## src/rtl/mac_tx_framer_if.sv

```systemverilog
// Byte stream from the frame source into mac_tx_framer: one frame per in_last,
// a byte moves on every cycle where in_valid and in_ready are both high.
interface mac_tx_framer_if;
  logic [7:0] in_data;
  logic       in_valid;
  logic       in_last;
  logic       in_ready;

  modport master (output in_data, in_valid, in_last, input in_ready);
  modport slave  (input in_data, in_valid, in_last, output in_ready);
endinterface

```

## src/rtl/mac_tx_framer.sv

```systemverilog
// Ethernet transmit framer: pads a frame to MIN_LEN, appends the CRC-32 FCS and
// hands a gap-free byte burst to the RGMII stage, then waits for it to go idle.
module mac_tx_framer #(
  parameter int MIN_LEN = 60,
  parameter int MAX_LEN = 1514
) (
  input  logic           clock,
  input  logic           reset_n,
  mac_tx_framer_if.slave up,
  input  logic           tx_active,
  output logic [7:0]     data,
  output logic           tx_enable,
  output logic           err_underrun,
  output logic           err_oversize
);

  localparam logic [10:0] MAX_L    = 11'(MAX_LEN);
  localparam logic [31:0] CRC_POLY = 32'hEDB8_8320;
  localparam logic [31:0] CRC_INIT = 32'hFFFF_FFFF;

  typedef enum logic [2:0] {S_IDLE, S_DATA, S_PAD, S_FCS, S_DROP, S_WAIT} state_t;

  state_t      state, state_nxt;
  logic [10:0] count, cnt_inc;
  logic [31:0] crc;
  logic [2:0]  fcs_cnt;
  logic        bad;

  logic        ready, accept, pad_more, pad_now, fcs_pending;
  logic [7:0]  crc_sel, fcs_byte;

  logic        emit, crc_upd, cnt_step, fcs_step, set_bad, pulse_u, pulse_o, clear;
  logic [7:0]  emit_byte;

  function automatic logic [31:0] crc32_byte(input logic [31:0] c, input logic [7:0] b);
    logic [31:0] r;
    r = c ^ {24'h0, b};
    for (int i = 0; i < 8; i++)
      r = r[0] ? ((r >> 1) ^ CRC_POLY) : (r >> 1);
    return r;
  endfunction

  assign ready       = (state == S_DATA) || (state == S_DROP) ||
                       ((state == S_IDLE) && !tx_active);
  assign accept      = up.in_valid && ready;
  // Forced low while reset is held so every output reads 0 during reset.
  assign up.in_ready = ready && reset_n;

  assign cnt_inc     = (count >= MAX_L) ? count : count + 11'd1;
  assign fcs_pending = !fcs_cnt[2];
  assign crc_sel     = crc[{fcs_cnt[1:0], 3'b000} +: 8];
  // A good FCS is the complemented CRC register; a corrupted one is the raw register.
  assign fcs_byte    = bad ? crc_sel : ~crc_sel;

  if (MIN_LEN > 0) begin : g_pad
    assign pad_more = cnt_inc < 11'(MIN_LEN);
    assign pad_now  = count < 11'(MIN_LEN);
  end else begin : g_no_pad
    assign pad_more = 1'b0;
    assign pad_now  = 1'b0;
  end

  // NOTE: sequential state uses non-blocking assignments so every flop samples
  // the pre-edge values of the others.
  always_ff @(posedge clock or negedge reset_n) begin
    if (!reset_n) state <= S_IDLE;
    else          state <= state_nxt;
  end

  always_comb begin
    state_nxt = state;
    case (state)
      S_IDLE, S_DATA: begin
        if (accept) begin
          if (up.in_last)         state_nxt = pad_more ? S_PAD : S_FCS;
          else if (cnt_inc == MAX_L) state_nxt = S_DROP;
          else                    state_nxt = S_DATA;
        end else if (state == S_DATA) begin
          state_nxt = (pad_now && pad_more) ? S_PAD : S_FCS;
        end
      end
      S_PAD:   if (!pad_more) state_nxt = S_FCS;
      S_FCS:   if (fcs_cnt == 3'd3) state_nxt = S_WAIT;
      S_DROP:  if (accept && up.in_last) state_nxt = (fcs_cnt < 3'd3) ? S_FCS : S_WAIT;
      S_WAIT:  if (!tx_active) state_nxt = S_IDLE;
      default: state_nxt = S_IDLE;
    endcase
  end

  always_comb begin
    // NOTE: every output of this block gets a default first, so no path leaves
    // one unassigned and no latch is inferred.
    emit      = 1'b0;
    emit_byte = 8'h00;
    crc_upd   = 1'b0;
    cnt_step  = 1'b0;
    fcs_step  = 1'b0;
    set_bad   = 1'b0;
    pulse_u   = 1'b0;
    pulse_o   = 1'b0;
    clear     = 1'b0;
    case (state)
      S_IDLE, S_DATA: begin
        if (accept) begin
          emit      = 1'b1;
          emit_byte = up.in_data;
          crc_upd   = 1'b1;
          cnt_step  = 1'b1;
          if (!up.in_last && cnt_inc == MAX_L) begin
            set_bad = 1'b1;
            pulse_o = 1'b1;
          end
        end else if (state == S_DATA) begin
          // Underrun: keep the burst going with a pad byte or the first
          // (already corrupted) FCS byte in this very cycle.
          emit    = 1'b1;
          set_bad = 1'b1;
          pulse_u = 1'b1;
          if (pad_now) begin
            crc_upd  = 1'b1;
            cnt_step = 1'b1;
          end else begin
            emit_byte = crc_sel;
            fcs_step  = 1'b1;
          end
        end
      end
      S_PAD: begin
        emit     = 1'b1;
        crc_upd  = 1'b1;
        cnt_step = 1'b1;
      end
      S_FCS: begin
        emit      = 1'b1;
        emit_byte = fcs_byte;
        fcs_step  = 1'b1;
      end
      S_DROP: begin
        if (fcs_pending) begin
          emit      = 1'b1;
          emit_byte = fcs_byte;
          fcs_step  = 1'b1;
        end
      end
      S_WAIT:  clear = 1'b1;
      default: ;
    endcase
  end

  always_ff @(posedge clock or negedge reset_n) begin
    if (!reset_n) begin
      data         <= 8'h00;
      tx_enable    <= 1'b0;
      err_underrun <= 1'b0;
      err_oversize <= 1'b0;
      crc          <= CRC_INIT;
      count        <= 11'd0;
      fcs_cnt      <= 3'd0;
      bad          <= 1'b0;
    end else begin
      data         <= emit_byte;
      tx_enable    <= emit;
      err_underrun <= pulse_u;
      err_oversize <= pulse_o;
      if (clear) begin
        crc     <= CRC_INIT;
        count   <= 11'd0;
        fcs_cnt <= 3'd0;
        bad     <= 1'b0;
      end else begin
        if (crc_upd)  crc     <= crc32_byte(crc, emit_byte);
        if (cnt_step) count   <= cnt_inc;
        if (fcs_step) fcs_cnt <= fcs_cnt + 3'd1;
        if (set_bad)  bad     <= 1'b1;
      end
    end
  end

endmodule

```

## src/flat_wrapper.sv

```systemverilog
// flat-port wrapper written by rule: the top's interface ports become plain ports
module mac_tx_framer_flat 
#(
  parameter int MIN_LEN = 60,
  parameter int MAX_LEN = 1514
)
  (clock, reset_n, tx_active, data, tx_enable, err_underrun, err_oversize, up_in_data, up_in_valid, up_in_last, up_in_ready);
  mac_tx_framer_if up_i ();
  input  logic clock;
  input  logic reset_n;
  input  logic tx_active;
  output logic [7:0] data;
  output logic tx_enable;
  output logic err_underrun;
  output logic err_oversize;
  input wire logic [$bits(up_i.in_data)-1:0] up_in_data;
  input wire logic [$bits(up_i.in_valid)-1:0] up_in_valid;
  input wire logic [$bits(up_i.in_last)-1:0] up_in_last;
  output wire logic [$bits(up_i.in_ready)-1:0] up_in_ready;
  assign up_i.in_data = up_in_data;
  assign up_i.in_valid = up_in_valid;
  assign up_i.in_last = up_in_last;
  assign up_in_ready = up_i.in_ready;
  mac_tx_framer #(.MIN_LEN(MIN_LEN), .MAX_LEN(MAX_LEN)) u_core (.clock(clock), .reset_n(reset_n), .up(up_i), .tx_active(tx_active), .data(data), .tx_enable(tx_enable), .err_underrun(err_underrun), .err_oversize(err_oversize));
endmodule
```

## config.mk

```make
export PLATFORM = sky130hd
export DESIGN_NAME = mac_tx_framer_flat
export DESIGN_NICKNAME = d
export VERILOG_FILES = /design/src/rtl/mac_tx_framer_if.sv /design/src/rtl/mac_tx_framer.sv /design/src/flat_wrapper.sv
export SDC_FILE = /design/constraint.sdc
export NUM_CORES = 1
export LEC_CHECK = 0
export BUFFER_PORTS_ARGS = -buffer_cell sky130_fd_sc_hd__buf_2
export CORE_MARGIN = 4
export CORE_UTILIZATION = 56
export CTS_CLUSTER_DIAMETER = 80
export DETAILED_ROUTE_END_ITERATION = 7
export PLACE_DENSITY = 0.77
export SLEW_MARGIN = 20
export SYNTH_ARGS = -nofsm -noshare
export SYNTH_HDL_FRONTEND = slang
export SYNTH_SLANG_ARGS = --single-unit
```

## constraint.sdc

```tcl
create_clock -name clock -period 3.1 [get_ports clock]
set_clock_uncertainty 0.15 [all_clocks]
set_input_delay 0.465 -clock clock [delete_from_list [all_inputs] [get_ports clock]]
set_output_delay 0.465 -clock clock [all_outputs]
set_load 0.005 [all_outputs]
```

==> results.json <==
{
  "muxShareOfSynthArea_pct": 4.596,
  "grtUsageTotal_pct": 28.24,
  "initial_core_util_pct": 58.27,
  "ys_seq_elements": 61,
  "grtUsageMet2_pct": 44.20,
  "layout_setup_ws_ns": -0.1347,
  "finalHoldViolCount": 0,
  "clk_latency_ns": 0.35,
  "synth_adder_area_share_pct": 1.094,
  "num_vias": 4204,
  "io_buffers": 24,
  "cts.sinks": 61,
  "violations": "negative setup slack",
  "grt_pass1_vias": 4038,
  "fmax_ghz": 0.3091,
  "ys.flop_type": "dfstp_2",
  "antenna_found_initial": 0,
  "synth-compound-area-share_pct": 22.19,
  "min_path_type": "input port to async pin",
  "grt_pass1_wl_um": 21710,
  "clock_path_buffers": 2,
  "overflow": 0,
  "htree_levels": 3,
  "syn2layout_area_growth_pct": 29.77,
  "gp_congestion": 0.8756,
  "crit_arrival_ns": 3.37,
  "synthCells": 451,
  "worst_slew_pin_slew_ns": 0.8237,
  "ios": 25,
  "end_kind": "flop",
  "crit_path_start_kind": "flop",
  "crit_required_ns": 3.23,
  "rsz0062_at_grt": "true",
  "place_inst": 617,
  "setup_violations": 19,
  "dpl.hpwl_um": 8737,
  "synth_warnings": 0,
  "diodes": 0,
  "gr-usage-met1_pct": 38.52,
  "core-area_um2": 7848,
  "dr.pass1.iters": 5,
  "synth-simple-area-share_pct": 15.02,
  "crit_chain": "or4_4 > o31a_2 > o21ai_1 > o2111ai_4 > xnor2_4 > xnor2_2 > buf_4 > xnor3_1 > o22a_1",
  "crit_fanout": 4,
  "yosysTopAreaCellShare_pct": 18.39,
  "gr-usage-met3_pct": 6.143,
  "drcViolationCount": 0,
  "first_iter_violations": 337,
  "worstSetupPathType": "flop to flop",
  "most-common-layout-cells": "buf_4 (78), nor2_1 (43), a21oi_1 (33)",
  "clockRootBuffer": "clkbuf_8",
  "synth_area_um2": 4573,
  "wire_per_inst_um": 21.39,
  "avgSynthCellArea_um2": 10.14,
  "rows": 32,
  "slew_violations": 0,
  "crit_slowest_cell": "or4_4",
  "postRouteAntennaNets": 0,
  "status": "finished, violations left",
  "grt_start_max_net_pins": 62,
  "die_h_um": 98.37,
  "synth_enable_flop_cells": 0,
  "via_per_inst": 6.379,
  "yosysSeqAreaShare_pct": 34.25,
  "synth.distinct_cells": 71,
  "die-area_um2": 9676,
  "period_minus_slack_ns": 3.235,
  "finalCritPeriodShare_pct": 104.3,
  "synth_top_family_by_area": "compound AO/OA/AOI/OAI gates",
  "final_nets": 569,
  "cts_buffers": 9,
  "clk_pin_slew_worst_paths_ns": 0.08,
  "final_common_cell": "buf_4",
  "slew_headroom_pct": 45.08,
  "async_reset_ff_share_pct": 100.0,
  "fp.dieW_um": 98.37,
  "synth_area_leader_cell": "dfstp_2",
  "synth-xor-area-share_pct": 18.85,
  "tritoncts": "built",
  "synth.area.top_cells": "dfstp_2 (18%), dfrtp_1 (16%), xnor2_1 (6.7%)",
  "synth_nets": 468,
  "routed_wl_um": 14100,
  "drive_gt1_share_pct": 42.55,
  "max-cap-violations": 0,
  "layout.cells.non_filler": 659,
  "cpPeakStageDelay_ns": 0.57,
  "busiest_layer": "met2"
}
==> stage by stage <==
stage / hold WS (ns) / utilization, % / setup WS, ns / area (um^2) / setup TNS [ns]
2_1_floorplan: 0.01941 / - / -0.05751 / 4604 / -0.3009
3_3_place_gp: 0.3520 / 66.84 / 0.06291 / 5245 / 0
3_5_place_dp: 0.3580 / 66.84 / -0.06402 / 5245 / -0.07597
4_1_cts: 0.1721 / 72.16 / -0.07493 / 5663 / -0.8026
5_1_grt: 0.2082 / 75.62 / -0.2737 / 5934 / -3.223
6_report: 0.1451 / 75.62 / -0.1347 / 5934 / -1.452
==> cell families after synthesis <==
group           Yosys count
mux                      11
compound gates          130
fa+ha+maj                 4
xor+xnor                 64
buf+inv                  42
flops                    61
simple gates            139
==> path summary, 6_finish.rpt <==
path | slack (ns) | startpoint | end | cells past startpoint
setup / recovery | -0.13 | u_core.count[8]$_DFFE_PN0P_ | u_core.crc[19]$_DFFE_PN1P_ | 9
hold / removal | 0.15 | reset_n | u_core.state[0]$_DFFE_PN0P_ | 2
setup reg to reg | -0.13 | u_core.count[8]$_DFFE_PN0P_ | u_core.crc[19]$_DFFE_PN1P_ | 9
hold reg to reg | 0.38 | u_core.crc[13]$_DFFE_PN1P_ | u_core.crc[13]$_DFFE_PN1P_ | 2
max in group asynchronous | 2.07 | reset_n | u_core.fcs_cnt[0]$_DFFE_PN0P_ | 2
min in group clock | 0.29 | up_in_data[3] | u_core.data[3]$_DFF_PN0_ | 2
==> critical path: cells and delay by family (launching register included) <==
kind | cells | cell delay, ns
AOI/OAI and AO/OA | 4 | 1.06
xor gates and xnor gates | 3 | 0.84
buffers and inverters | 1 | 0.14
DFF | 1 | 0.40
and+or+nand+nor | 1 | 0.57
==> metal layers <==
layer | vias up | wire [um]
met5 | - | 0
met4 | 0 | 532
met3 | 55 | 1127
met2 | 232 | 6650
met1 | 2067 | 5785
li1 | 1850 | -
==> cells in the mapped netlist (all sizes together), types with 8 or more instances <==
| library cell | n |
|---|---|
| mux4 | 8 |
| nand2 | 32 |
| dfstp | 32 |
| a21oi | 35 |
| o21ai | 26 |
| dfrtp | 29 |
| inv | 14 |
| a31oi | 10 |
| nor2 | 44 |
| xnor2 | 43 |
| clkbuf | 22 |
| nand3 | 14 |
| xnor3 | 11 |
| xor2 | 8 |
| nor2b | 10 |
==> sequential cells by signal (all words and copies together) (netlist names) <==
signal	flops
u_core.data	8
u_core.err_oversize	1
u_core.tx_enable	1
u_core.bad	1
u_core.state	3
u_core.fcs_cnt	3
u_core.count	11
u_core.err_underrun	1
u_core.crc	32
==> what timing repair did <==
action	CTS	global route
setup buffers	12	15
cloned	0	0
endpoints found under the setup margin	7	25
resized for setup	22	35
pin swaps	26	25
hold buffers	0	0
==> final cells by class <==
type / instances / area, um^2
Clock inverter: 4 / 70.07
Tap cell: 102 / 127.6
Fill cell: 479 / 1913
Clock buffer: 12 / 155.1
Sequential cell: 61 / 1569
Multi-Input combinational cell: 348 / 3048
Timing Repair Buffer: 118 / 912.1
Inverter: 14 / 52.55
Power is left out: the tool's default activity adds up to more than one toggle a clock period on the data nets, which glitch-free logic cannot reach.
